### config.mk
export PLATFORM = sky130hd
export DESIGN_NAME = if_fetch_unit
export DESIGN_NICKNAME = d
export VERILOG_FILES = /design/src/rtl/if_fetch_unit_pkg.sv /design/src/rtl/if_fetch_unit.sv
export SDC_FILE = /design/constraint.sdc
export NUM_CORES = 1
export LEC_CHECK = 0
export ABC_AREA = 1
export ABC_CLOCK_PERIOD_IN_PS = 2029
export BUFFER_PORTS_ARGS = -buffer_cell sky130_fd_sc_hd__buf_4
export CAP_MARGIN = 15
export CORE_MARGIN = 5
export CORE_UTILIZATION = 48
export DETAILED_ROUTE_END_ITERATION = 16
export GPL_TIMING_DRIVEN = 0
export PLACE_DENSITY = 0.85
export SLEW_MARGIN = 30
export SYNTH_ARGS = -nofsm -noshare
export SYNTH_HDL_FRONTEND = slang
export SYNTH_SLANG_ARGS = --single-unit
### constraint.sdc
create_clock -name clk -period 2.03 [get_ports clk]
set_clock_uncertainty 0.05 [all_clocks]
set_input_delay 0.609 -clock clk [delete_from_list [all_inputs] [get_ports clk]]
set_output_delay 0.609 -clock clk [all_outputs]
set_load 0.01 [all_outputs]
### src/rtl/if_fetch_unit_pkg.sv
// Shared constants for the instruction fetch front end: state encodings,
// the default bubble word and the PC step.
package if_fetch_unit_pkg;

  typedef enum logic [1:0] {
    REQ  = 2'd0,
    HOLD = 2'd1,
    DROP = 2'd2
  } fetch_state_e;

  localparam logic [31:0] DEFAULT_NOP = 32'h0000_0000;
  localparam logic [31:0] PC_INC      = 32'd4;

endpackage

### src/rtl/if_fetch_unit.sv
// Instruction fetch front end: owns the PC, keeps one request outstanding to a
// variable-latency instruction memory and presents pc/instruction to IF/ID.
module if_fetch_unit
  import if_fetch_unit_pkg::*;
#(
  parameter logic [31:0] RESET_PC  = 32'h0000_0000,
  parameter logic [31:0] NOP_INSTR = DEFAULT_NOP
) (
  input  logic        clk,
  input  logic        rst,
  input  logic        freeze,
  input  logic        branch_taken,
  input  logic [31:0] branch_address,
  output logic        mem_req,
  output logic [31:0] mem_addr,
  input  logic        mem_ready,
  input  logic [31:0] mem_rdata,
  output logic [31:0] pc,
  output logic [31:0] instruction,
  output logic        inst_valid
);

  fetch_state_e state_q, state_d;
  logic [31:0]  pcReg_q, pcReg_d;
  logic [31:0]  reqAddr_q, reqAddr_d;
  logic [31:0]  instBuf_q, instBuf_d;
  logic [31:0]  pcPlus4;

  assign pcPlus4 = pcReg_q + PC_INC;

  always_ff @(posedge clk) begin
    if (rst) begin
      state_q   <= REQ;
      pcReg_q   <= RESET_PC;
      reqAddr_q <= RESET_PC;
      instBuf_q <= 32'h0000_0000;
    end else begin
      state_q   <= state_d;
      pcReg_q   <= pcReg_d;
      reqAddr_q <= reqAddr_d;
      instBuf_q <= instBuf_d;
    end
  end

  // A request can never be withdrawn, so a branch that misses the completion
  // cycle must drain the stale response in DROP before re-issuing.
  always_comb begin
    state_d   = state_q;
    pcReg_d   = pcReg_q;
    reqAddr_d = reqAddr_q;
    instBuf_d = instBuf_q;
    unique case (state_q)
      REQ: begin
        if (branch_taken) begin
          pcReg_d = branch_address;
          if (mem_ready) begin
            reqAddr_d = branch_address;
          end else begin
            state_d = DROP;
          end
        end else if (mem_ready) begin
          instBuf_d = mem_rdata;
          state_d   = HOLD;
        end
      end
      HOLD: begin
        if (branch_taken) begin
          pcReg_d   = branch_address;
          reqAddr_d = branch_address;
          state_d   = REQ;
        end else if (!freeze) begin
          pcReg_d   = pcPlus4;
          reqAddr_d = pcPlus4;
          state_d   = REQ;
        end
      end
      DROP: begin
        if (branch_taken) begin
          pcReg_d = branch_address;
        end
        if (mem_ready) begin
          reqAddr_d = branch_taken ? branch_address : pcReg_q;
          state_d   = REQ;
        end
      end
      default: begin
        state_d = REQ;
      end
    endcase
  end

  assign mem_req     = (state_q == REQ) || (state_q == DROP);
  assign mem_addr    = reqAddr_q;
  assign inst_valid  = (state_q == HOLD);
  assign pc          = inst_valid ? pcPlus4 : 32'h0000_0000;
  assign instruction = inst_valid ? instBuf_q : NOP_INSTR;

endmodule
==> impl_results.md <==
* Initial Utilization at 49.1%
* Critical path peak fanout at 6
* Critical Path AT at between 1500 and 2000 ps
* Post-Place Cells at ~1,400
* Post-synth EDFFs at 0
* Detailed Route Iter0 Violations at roughly 1,700
* Synth top area share at a little under a third
* Nets at about 1,300
* Clock transition at path regs at roughly 80 ps
* Tot Pwr at between 8 and 9 mW
* HP Class: primary input to flip-flop
* Final Hold Vio Count at 0
* Initial antenna violation count at 0
* Fmax at 393 MHz
* Htree depth at 3
* Run status: complete, but fails checks
* Core ar. at ~13,000 um^2
* Most area-hungry cell type in the Yosys netlist: dfxtp_1
* DR pass1 iterations at 11
* Gpl congestion at approximately 0.97
* Most common cell in the netlist: nand2_1
* Final period util at 125%
* Final WL at between 30 and 40 mm
* Cell Area, Synth at just over 6000 um^2
* RSZ-0062 raised after global routing: yes
* Num ports at 167
* Pwr Density at around 830 nW/um^2
* Hold Path Origin: mem_rdata[30]
* CTS tree: yes
* Worst R2R Setup Slack at -180 ps
* Pleak at about 5 nW
* Crit-path slowest cell: dfxtp_4
* R2R Path End: mem_addr[10]
* First-pass GRT wire length at just under 40 mm
* CTS Hold Bufs at 0
* Peak supply drop at 0.527 mV
* Setup WS post-layout at -517 ps
* Slew margin rel. at between 50% and 60%
* Mean Syn Cell Area at 6.02 um^2
* Non-Filler Instances at 1,443
* Critical Path RT at 1370 ps
* Crit-path cells: buf_6, nand2_4, nor2_4, nand2_4, nor2_4, nand2_1, nand2_1, nand2_1, nor2_1, buf_4
* Worst-margin pin slew at between 600 and 700 ps
* Seq cells post-synth at 98
* DR DRC count at 0
* R2R cell count at 11
* Chip height at 124 um
* Number of diodes at 0
* Critical path class: flip-flop to primary output
* Most used cell, CP: nand2_1
* Full die area at 15,300 um^2
* Total Routing Usage GR at between 30% and 40%
* ANT nets after route at 0
* Synth-to-layout area growth at 57.5%
* Clock root cell: clkbuf_16
* Die X at 124 um
* Syn. warnings at 0
* CP startpoint kind: flip-flop
* Slew Limit Fails at 0
* Layout cell share with drive strength beyond 1 at 40.8%
* Largest net degree at the start of global routing at 19
* Net Count, Synth at 1,102
* CP Capture Type: primary output
* Hold Path Depth at 3
* FF-to-FF Start: pcReg_q[3]
* Post-Syn Instances at 1,028
* Failing checks: negative setup slack
* Place WS at -348 ps
* Sequential area share after synthesis at between 30% and 40%
* Final setup violation count at 98
* CTS max path bufs at 2
* Vias at approximately 9,000
* Top FF cell, synth: dfxtp_1
* Synth cell types at 34
* Clk Latency, worst-skew pair at 350 ps
* Avg WL per Cell at around 21 um
* Sink Count at 98
* Synth cell count leaders: nand2_1, a21oi_1, o21ai_0
* Post-detail-place hpwl at between 15 and 20 mm
* # rows at 41
* Synth async-reset ratio at 0%
* Gr ovfl total at 0
* Crit path largest cell delay at 380 ps
* Max Cap Viol at 0
* Port bufs at between 150 and 200
* Synth top area cells: dfxtp_1, nand2_1, a21oi_1, o21ai_0, nor2_1
* Number of global-route vias before repair at roughly 7,900
* Vias per cell at just over 6
* CTS buffer count at 9
* Min cycle time layout at about 2500 ps
* Worst hold endpoint: instBuf_q[30]
kinds of logic (layout without fill, tap and decap cells):
family | count (synthesis) | after routing | synth area share [%]
and+or+nand+nor | 494 | 494 | 32.5
xor gates and xnor gates | 15 | 15 | 2.36
buffers and inverters | 147 | 390 | 9.66
muxes | 2 | 2 | 0.323
adders and majority gates | 5 | 5 | 1.01
DFF | 98 | 98 | 31.7
AOI/OAI and AO/OA | 267 | 267 | 22.5
where the power goes:
| part | total [mW] | internal, mW | switching (mW) | leakage (nW) |
|---|---|---|---|---|
| Combinational | 3.46 | 1.39 | 2.07 | 3.87 |
| Clock | 1.99 | 1.11 | 0.883 | 0.164 |
| Sequential | 2.68 | 2.28 | 0.404 | 0.821 |
| Total | 8.13 | 4.78 | 3.36 | 4.86 |
per-layer routing:
layer  part of all wire (%)  GRT usage [%]  up-vias
met3                     13           7.95      295
met5                   0.11              0        -
met4                    9.0           19.3        2
li1                       -              -     3774
met2                     44           52.8      922
met1                     34           40.1     4006
state kept, by name, summed over array words and instances (netlist names):
register and flops:
state_q 2, mem_addr 32, instBuf_q 32, pcReg_q 32
layout make-up:
class | count | area, um^2
sequential | 98 | 2020
timing repair buffer | 229 | 2030
clock inverter | 7 | 109
fill | 861 | 2870
tap | 172 | 215
clock buffer | 9 | 225
multi-input combinational | 783 | 4340
inverter | 82 | 323
buffer | 63 | 489
metrics by stage:
stage | instance area, um^2 | utilization [%] | hold slack, ps | TNS (ps)
floorplan | 6230 | - | 427 | 0
global placement | 7680 | 60.9 | 442 | -22680
detailed placement | 7680 | 60.9 | 448 | -26690
CTS | 9150 | 72.5 | 421 | -16190
global route | 9750 | 77.3 | 419 | -24010
finish | 9750 | 77.3 | 419 | -21400
cells in the final DEF (no fill, tap or decap), types with 3 or more instances in the layout:
cell,synthesis,final
nand2_1,303,245
buf_4,3,174
a21oi_1,128,114
o21ai_0,125,107
nor2_1,124,99
dfxtp_1,98,77
buf_6,2,57
inv_1,78,39
nand2_4,0,38
inv_2,4,38
nand2_2,4,24
nor2_2,7,22
nand3_1,28,21
or2_2,19,19
a21oi_2,3,17
clkbuf_1,41,17
nor2_4,5,15
clkbuf_2,1,14
o21ai_1,0,14
clkbuf_16,0,13
dfxtp_4,0,13
xor2_2,2,10
buf_2,11,8
dfxtp_2,0,8
buf_12,0,7
nand3_2,0,6
inv_4,0,4
buf_8,0,4
ha_4,0,4
xor2_1,12,3
o21ai_2,0,3
critical path, delay by kind of cell, from the launching register on:
| family | cells | cell delay, ps |
|---|---|---|
| DFF | 1 | 380 |
| buffers and inverters | 2 | 270 |
| and+or+nand+nor | 8 | 880 |
timing repair:
action | 4_1_cts | 5_1_grt
gates resized for setup | 240 | 186
cloned | 6 | 3
setup endpoints to repair | 126 | 156
pin swaps | 56 | 51
buffers inserted | 44 | 24
how the worst max path moves through the flow:
stage / start / to / slack (ps) / cells after the start
after global routing: pcReg_q[16] / pc[27] / -620 / 7
after CTS: pcReg_q[3] / pc[16] / -460 / 9
final: pcReg_q[2] / pc[25] / -520 / 10
after floorplan: pcReg_q[3] / pc[26] / 7 / 9
after detailed placement: branch_taken / mem_addr[27] / -350 / 9
after global placement: branch_taken / mem_addr[27] / -320 / 9
Note: power is estimated with default switching activity, not from simulation.
